[src/rtl/music_pkg.sv]
// Shared definitions for the tone output stage: envelope state encoding,
// default envelope timing/step constants and the PWM resolution.
package music_pkg;

  typedef enum logic [2:0] {
    ENV_IDLE    = 3'd0,
    ENV_ATTACK  = 3'd1,
    ENV_DECAY   = 3'd2,
    ENV_SUSTAIN = 3'd3,
    ENV_RELEASE = 3'd4
  } env_state_t;

  localparam int unsigned ENV_DIV_DEF      = 25000;
  localparam int unsigned ATTACK_STEP_DEF  = 8;
  localparam int unsigned DECAY_STEP_DEF   = 2;
  localparam int unsigned SUSTAIN_LVL_DEF  = 160;
  localparam int unsigned RELEASE_STEP_DEF = 4;

  localparam int unsigned PWM_W = 8;

endpackage

[src/rtl/pwm_dac.sv]
// 8-bit PWM stage: free-running frame counter, amplitude latched at the frame
// boundary, tone bit gated by the duty compare.
module pwm_dac
  import music_pkg::*;
(
  input  logic             clk,
  input  logic             resetn,
  input  logic [PWM_W-1:0] amp_next,
  input  logic             tone_q,
  output logic             speaker
);

  logic [PWM_W-1:0] pwm_cnt;
  logic [PWM_W-1:0] amp;

  // amp only moves on the last count of a frame so a duty change never
  // produces a runt or stretched pulse inside a frame.
  always_ff @(posedge clk or negedge resetn) begin
    if (!resetn) begin
      pwm_cnt <= '0;
      amp     <= '0;
      speaker <= 1'b0;
    end else begin
      pwm_cnt <= pwm_cnt + 1'b1;
      if (pwm_cnt == '1) begin
        amp <= amp_next;
      end
      speaker <= tone_q & (pwm_cnt < amp);
    end
  end

endmodule

[src/rtl/tone_envelope_pwm.sv]
// Speaker output stage: ADSR envelope on the note gate, scaled by master
// volume, applied to the raw tone through an 8-bit PWM.
module tone_envelope_pwm
  import music_pkg::*;
#(
  parameter int unsigned ENV_DIV      = ENV_DIV_DEF,
  parameter int unsigned ATTACK_STEP  = ATTACK_STEP_DEF,
  parameter int unsigned DECAY_STEP   = DECAY_STEP_DEF,
  parameter int unsigned SUSTAIN_LVL  = SUSTAIN_LVL_DEF,
  parameter int unsigned RELEASE_STEP = RELEASE_STEP_DEF
)(
  input  logic       clk,
  input  logic       resetn,
  input  logic       tone_in,
  input  logic       note_on,
  input  logic [7:0] note_code,
  input  logic [3:0] volume,
  output logic       speaker,
  output logic [7:0] env_level,
  output logic [2:0] env_state,
  output logic       busy
);

  localparam int unsigned PRE_W = $clog2(ENV_DIV);
  localparam logic [PRE_W-1:0] PRE_LAST = PRE_W'(ENV_DIV - 1);
  localparam logic [8:0] A_STEP = 9'(ATTACK_STEP);
  localparam logic [8:0] D_STEP = 9'(DECAY_STEP);
  localparam logic [8:0] R_STEP = 9'(RELEASE_STEP);
  localparam logic [8:0] SUS9   = 9'(SUSTAIN_LVL);

  logic             tone_q;
  logic             gate_q;
  logic [7:0]       code_q;
  logic [PRE_W-1:0] presc;
  logic             trigger;
  logic             tick;

  env_state_t state_q, state_d;
  logic [7:0] level_q, level_d;
  logic [8:0] sum_up, sum_dec, sum_rel;

  logic [11:0] amp_prod;
  logic [7:0]  amp_next;

  always_ff @(posedge clk or negedge resetn) begin
    if (!resetn) begin
      tone_q <= 1'b0;
      gate_q <= 1'b0;
      code_q <= '0;
    end else begin
      tone_q <= tone_in;
      gate_q <= note_on;
      code_q <= note_code;
    end
  end

  assign trigger = note_on & (~gate_q | (note_code != code_q));

  // Restarting the prescaler on trigger puts the first envelope step a full
  // ENV_DIV clocks after the note starts.
  always_ff @(posedge clk or negedge resetn) begin
    if (!resetn) begin
      presc <= '0;
    end else if (trigger || presc == PRE_LAST) begin
      presc <= '0;
    end else begin
      presc <= presc + 1'b1;
    end
  end

  assign tick = (presc == PRE_LAST);

  always_ff @(posedge clk or negedge resetn) begin
    if (!resetn) begin
      state_q <= ENV_IDLE;
      level_q <= '0;
    end else begin
      state_q <= state_d;
      level_q <= level_d;
    end
  end

  assign sum_up  = {1'b0, level_q} + A_STEP;
  assign sum_dec = {1'b0, level_q} - D_STEP;
  assign sum_rel = {1'b0, level_q} - R_STEP;

  always_comb begin
    state_d = state_q;
    level_d = level_q;
    if (trigger) begin
      state_d = ENV_ATTACK;
    end else if (!gate_q && (state_q == ENV_ATTACK || state_q == ENV_DECAY ||
                             state_q == ENV_SUSTAIN)) begin
      state_d = ENV_RELEASE;
    end else if (tick) begin
      unique case (state_q)
        ENV_ATTACK: begin
          if (sum_up >= 9'd255) begin
            level_d = 8'd255;
            state_d = ENV_DECAY;
          end else begin
            level_d = sum_up[7:0];
          end
        end
        ENV_DECAY: begin
          // bit 8 set means the subtraction borrowed below zero
          if (sum_dec[8] || sum_dec <= SUS9) begin
            level_d = SUS9[7:0];
            state_d = ENV_SUSTAIN;
          end else begin
            level_d = sum_dec[7:0];
          end
        end
        ENV_RELEASE: begin
          if (sum_rel[8] || sum_rel == 9'd0) begin
            level_d = '0;
            state_d = ENV_IDLE;
          end else begin
            level_d = sum_rel[7:0];
          end
        end
        ENV_SUSTAIN: level_d = level_q;
        ENV_IDLE:    level_d = '0;
        default: begin
          level_d = '0;
          state_d = ENV_IDLE;
        end
      endcase
    end
  end

  always_comb begin
    env_state = state_q;
    env_level = level_q;
    busy      = (state_q != ENV_IDLE);
  end

  assign amp_prod = {4'b0, level_q} * {7'b0, {1'b0, volume} + 5'd1};
  assign amp_next = 8'(amp_prod >> 4);

  pwm_dac u_pwm_dac (
    .clk      (clk),
    .resetn   (resetn),
    .amp_next (amp_next),
    .tone_q   (tone_q),
    .speaker  (speaker)
  );

endmodule

[config.mk]
export PLATFORM = sky130hd
export DESIGN_NAME = tone_envelope_pwm
export DESIGN_NICKNAME = d
export VERILOG_FILES = /design/src/rtl/music_pkg.sv /design/src/rtl/pwm_dac.sv /design/src/rtl/tone_envelope_pwm.sv
export SDC_FILE = /design/constraint.sdc
export NUM_CORES = 1
export LEC_CHECK = 0
export ABC_AREA = 1
export CAP_MARGIN = 40
export CORE_AREA = 3 3 99 101
export DETAILED_ROUTE_END_ITERATION = 16
export DIE_AREA = 0 0 102 104
export GPL_TIMING_DRIVEN = 0
export HOLD_SLACK_MARGIN = 0.05
export PLACE_DENSITY_LB_ADDON = 0.05
export SYNTH_ARGS = -nofsm -noshare
export SYNTH_HDL_FRONTEND = slang
export SYNTH_HIERARCHICAL = 1
export SYNTH_SLANG_ARGS = --single-unit
[constraint.sdc]
create_clock -name clk -period 3.5 [get_ports clk]
set_input_delay 0.7 -clock clk [delete_from_list [all_inputs] [get_ports clk]]
set_output_delay 0.7 -clock clk [all_outputs]
set_load 0.02 [all_outputs]
# Yosys cells after proc, flatten, opt, wreduce, memory -nomap -nowiden
# Cells that the tools add are included.
[word_totals] ff_bits=53 output_inout_bits=13 wordCells=63
[classes] addsub=6 mul=1 magnitude_cmp=3 eq_ne=11 n_mux=12 bitwise_logic=7 reduce_logical=14
[ops] operator="$pmux 8 s4" n=1
[ops] operator="$mux 8" n=3
[ops] operator="$mux 3" n=6
[ops] operator="$add 15x1->15 const B" n=1
[ops] operator="$eq 15x15->1 const B" n=1
[ops] operator="$mux 15" n=1
[ops] operator="$mul 8x5->12" n=1
[ops] operator="$pmux 3 s4" n=1
[ops] operator="$add 8x4->9 const B" n=1
[ops] operator="$ge 9x8->1 const B" n=1
[ops] operator="$le 9x8->1 const B" n=1
[ops] operator="$logic_not 9->1" n=1
[ops] operator="$sub 8x2->9 const B" n=1
[ops] operator="$sub 8x3->9 const B" n=1
[ops] operator="$add 8x1->8 const B" n=1
[ops] operator="$eq 8x8->1 const B" n=1
[ops] operator="$lt 8x8->1" n=1
[ops] operator="$ne 4x2->1 const B" n=2
[ops] operator="$ne 8x8->1" n=1
[ops] operator="$eq 3x2->1 const B" n=2
[ops] operator="$reduce_bool 3->1" n=2
[ops] operator="$add 4x1->5 const B" n=1
[ops] operator="$logic_or 1x1->1" n=5
[ops] operator="$reduce_and 5->1" n=1
[ops] operator="other kinds (12)" n=16

# Depth between registers and ports, before layout
[depth] word_depth=8 ltp_mapped=21 mapped_depth_nobuf=21

# Cells and area by module
# Netlist, hierarchy kept.
[modules_own_cells] mod="tone_envelope_pwm" instances=1 cells_per_inst=513 area_per_inst_um2=3555.9 seq_area_each_um2=900.9
[modules_own_cells] mod="pwm_dac" instances=1 cells_per_inst=97 area_per_inst_um2=878.3 seq_area_each_um2=425.4

# Worst setup path before layout
# Ideal clock, no wire load.
[synth_path] path_type="input port to flip-flop" start="input volume[0]" end="register u_pwm_dac.amp[6]" setup_time_ns=0.067 t_arrival_ns=4.142 required_ns=3.433 path_slack_ns=-0.709 path_stages=20 cell_sequence="ha_1 -> xor2_1 -> inv_1 -> nor2_1 -> fa_1 -> fa_1 -> inv_1 -> fa_1 -> inv_1 -> ha_1 -> nand2_1 -> o21ai_0 -> a21oi_1 -> o21bai_1 -> nand2_1 -> nand2_1 -> nand2_1 -> nand2_1 -> nand3_1 -> nand2_1"
[synth_via] elab_chain_cells=2
[synth_lines] item="start: declaration" line="tone_envelope_pwm.sv:17" text="input logic [3:0] volume,"
[synth_lines] item="$add 4x1->5" line="tone_envelope_pwm.sv:138" text="assign amp_prod = {4'b0, level_q} * {7'b0, {1'b0, volume} + 5'd1};"
[synth_lines] item="$mul 8x5->12" line="tone_envelope_pwm.sv:138"
[synth_lines] item="via amp_prod[10]" line="tone_envelope_pwm.sv:42" text="logic [11:0] amp_prod;"
[synth_lines] item="end signal: assignment" line="pwm_dac.sv:26" text="amp <= amp_next;"
[synth_lines] item="end: declaration" line="pwm_dac.sv:14" text="logic [PWM_W-1:0] amp;"
# The timed path passes the listed nets, and every way through them passes these cells.
# A chain may end at the register's enable or synchronous reset.

# Worst setup path after layout
# Same ends and word-level chain as after synthesis.

==> out/metrics.cfg <==
[outcome]
outcome=finished, violations left
violations=setup timing

[route]
drcViolationCount=0
drt_iter0_drc=112
wl_per_cell_um=13.3
vias=3975
postRouteAntennaNets=0
vias_per_cell=5.10
routed_wirelength_um=10400
first_pass_iters=5

[synthesis]
async_flop_share_pct=100
synthCells=610
ys_seq_area_share_pct=29.9
synth_edf_count=0
ys_seq_elements=53
ys_warn_count=6
syn_nets=679
yosysUniqueCellTypes=33
syn_area_per_cell_um2=7.27
ys.flop_type=dfrtp_1
syn_area_mm2=0.00443

[power_and_ir_drop]
powerDensity_mw_per_mm2=239
p_leak_nw=2.81
power_mw=1.29
ir_drop_uv=193

[clock_network]
cts_hold_buf=0
clock-sinks=53
path_clk_slew_ns=0.10
root_buffer=clkbuf_8
htreeDepth=2
cts_buffers=5
cts.path.max_buffers=2
worstSkewPairLatency_ns=0.30
tritoncts=done

[worst_setup_path]
crit_type=primary input to flop
endpoint_kind=flop
r2r_start=env_level[3]$_DFFE_PN0P_
reg2reg_to=u_pwm_dac/amp[6]$_DFFE_PN0N_
worstPathCellList=buf_8 -> ha_4 -> xor2_2 -> inv_2 -> nor2_2 -> fa_1 -> fa_1 -> inv_2 -> fa_1 -> inv_2 -> ha_4 -> nand2_4 -> o21ai_4 -> a21oi_2 -> o21bai_2 -> nand2_1 -> nand2_1 -> nand2_1 -> nand2_1 -> nand3_1 -> nand2_1
crit_end=u_pwm_dac/amp[6]$_DFFE_PN0N_
cp.arrival_ns=4.07
critPathLaunchType=primary input
ff2ff_setup_slack_ns=-0.24
reg2reg_depth=19
cp_max_fo=4
crit_top_cell=nand2_1
cpMaxStageDelayCell=fa_1
cp-startpoint=volume[0]
worstPathRequired_ns=3.75
crit_path_max_incr_delay_ns=0.50

[timing]
relSlewSlack_pct=47.4
finalSetupTns_ns=-1.46
fmax_mhz=262
worst_slack_ns=-0.319
period_needed_ns=3.82
whs_ns=0.342
clock-skew-final_ns=0.00783
hold_violations=0
slew_violations=0
timing.final.crit_share_pct=109
worst_slew_pin_slew_ns=0.784
setup_viol=7
rsz0062_at_grt=true

[flow_run]
max_cap_violations=0

[floorplan]
die-area_mm2=0.0106
rows=35
start_util_pct=48.7
ios=29
die_x_um=102
coreArea_mm2=0.00911
die_h_um=104

[global_routing]
grt_max_degree=37
grt_overflow=0
grt_pass1_vias=4130
grt_first_pass_wirelength_um=18200
antenna_found_initial=0
gr-usage-all-layers_pct=20.8

[placed_design]
dp.cells=750
placed_area_mm2=0.00498
gp_congestion=0.898
place_hpwl_um=8100
pre_cts_ws_ns=-1.30
port_buffers=28

[finish]
fin_cells=780
multi_input_area_mm2=0.00292
fin_nets=737
drive_gt1_share_pct=16.3
diodes=0
fillers=869
area_growth_pct=21.8
register_area_mm2=0.00133
utilization_pct=59.3
design_area_mm2=0.00540

[worst_hold_path]
hold_class=primary input to asynchronous set/reset pin

[critical path, delay by kind of cell]
family / cells / cell delay [ns]
AO/OA/AOI/OAI: 3 / 0.40
AND/OR/NAND/NOR: 8 / 0.53
buffers and inverters: 4 / 0.31
XOR/XNOR: 1 / 0.18
adder cells (fa/ha/maj): 5 / 1.92
[layout by cell type (no fill, tap or decap), types with 5 or more instances in the layout]
cell type        instances
xnor2_1                  8
inv_2                   12
ha_4                     6
nor2_2                   8
nand4_1                 15
clkbuf_8                 5
nand3b_1                 6
nand2_1                162
nor3_1                   9
dfrtp_1                 52
o21ai_1                  6
nand2_2                  7
nor2_1                  60
buf_2                    9
a21oi_1                  6
buf_4                   20
inv_1                   86
clkdlybuf4s50_1         23
fa_1                    15
xor2_1                  16
o21ai_0                  8
nor2_4                   5
ha_1                    31
nand3_1                 49
[power breakdown]
part | internal, mW | total (mW) | leakage, nW | switching [mW]
combinational | 0.0998 | 0.235 | 2.10 | 0.135
clock | 0.215 | 0.418 | 0.0554 | 0.203
sequential | 0.626 | 0.637 | 0.646 | 0.0113
total | 0.940 | 1.29 | 2.81 | 0.349
[cell families after synthesis]
family                     count (synthesis)  share of synthesized area [%]
AOI/OAI and AO/OA                         30                           3.61
DFF                                       53                           29.9
buffers and inverters                    108                           9.59
xor gates and xnor gates                  26                           5.14
adders and majority gates                 53                           17.7
and+or+nand+nor                          340                           34.1
[worst min-delay path by stage]
stage,start,end,slack [ns],depth (start not counted)
2_1_floorplan,resetn,code_q[0]$_DFF_PN0_,0.40,0
6_report,resetn,u_pwm_dac/pwm_cnt[4]$_DFF_PN0_,0.34,1
5_1_grt,resetn,u_pwm_dac/pwm_cnt[4]$_DFF_PN0_,0.35,1
4_1_cts,resetn,u_pwm_dac/pwm_cnt[4]$_DFF_PN0_,0.34,1
3_5_place_dp,u_pwm_dac/amp[3]$_DFFE_PN0N_,u_pwm_dac/amp[3]$_DFFE_PN0N_,0.46,2
3_3_place_gp,presc[0]$_DFF_PN0_,presc[0]$_DFF_PN0_,0.46,1
[registers in the layout, indices dropped and copies added (netlist names)]
name / count
gate_q: 1
u_pwm_dac/pwm_cnt: 8
tone_q: 1
u_pwm_dac/amp: 8
env_state: 3
u_pwm_dac/speaker: 1
env_level: 8
code_q: 8
presc: 15
[what timing repair did]
item                                    4_1_cts  5_1_grt
pin swaps                                    27       14
buffers inserted                             21        3
gates resized for setup                      44       12
endpoints found under the setup margin        8        8
cloned                                        0        0
[metal layers]
layer / GRT usage (%) / vias to the layer above / wire length (µm)
li1: - / 2025 / -
met1: 26.7 / 1878 / 4580
met2: 36.7 / 59 / 5400
met3: 2.82 / 13 / 265
met4: 4.87 / 0 / 136
met5: 0 / - / 0
[cells in the mapped netlist, types with 2 or more instances]
library cell / instances / area, µm²
xnor2_1: 8 / 70.1
nor3b_1: 3 / 22.5
xor2_1: 18 / 158
nor3_2: 3 / 30.0
buf_2: 7 / 35.0
nand3_2: 3 / 30.0
nand4_1: 15 / 93.8
ha_1: 37 / 463
nand3b_1: 6 / 45.0
nor3_1: 9 / 45.0
dfrtp_1: 53 / 1330
nand2_2: 2 / 12.5
o21ai_0: 9 / 45.0
or2_2: 3 / 18.8
nor2_2: 4 / 25.0
nor2_1: 68 / 255
fa_1: 16 / 320
a21oi_1: 11 / 55.1
inv_1: 96 / 360
nand2_1: 170 / 638
o21ai_1: 6 / 30.0
nand3_1: 50 / 250
inv_2: 3 / 11.3
[final cells by class]
cell class	count	area share, %
Sequential cell	53	24.6
Buffer	9	0.996
Timing Repair Buffer	51	8.85
Tap cell	111	2.57
Inverter	99	6.95
Multi-Input combinational cell	449	54.0
Clock buffer	6	1.34
Clock inverter	2	0.718
(Power assumes the default switching activity.)
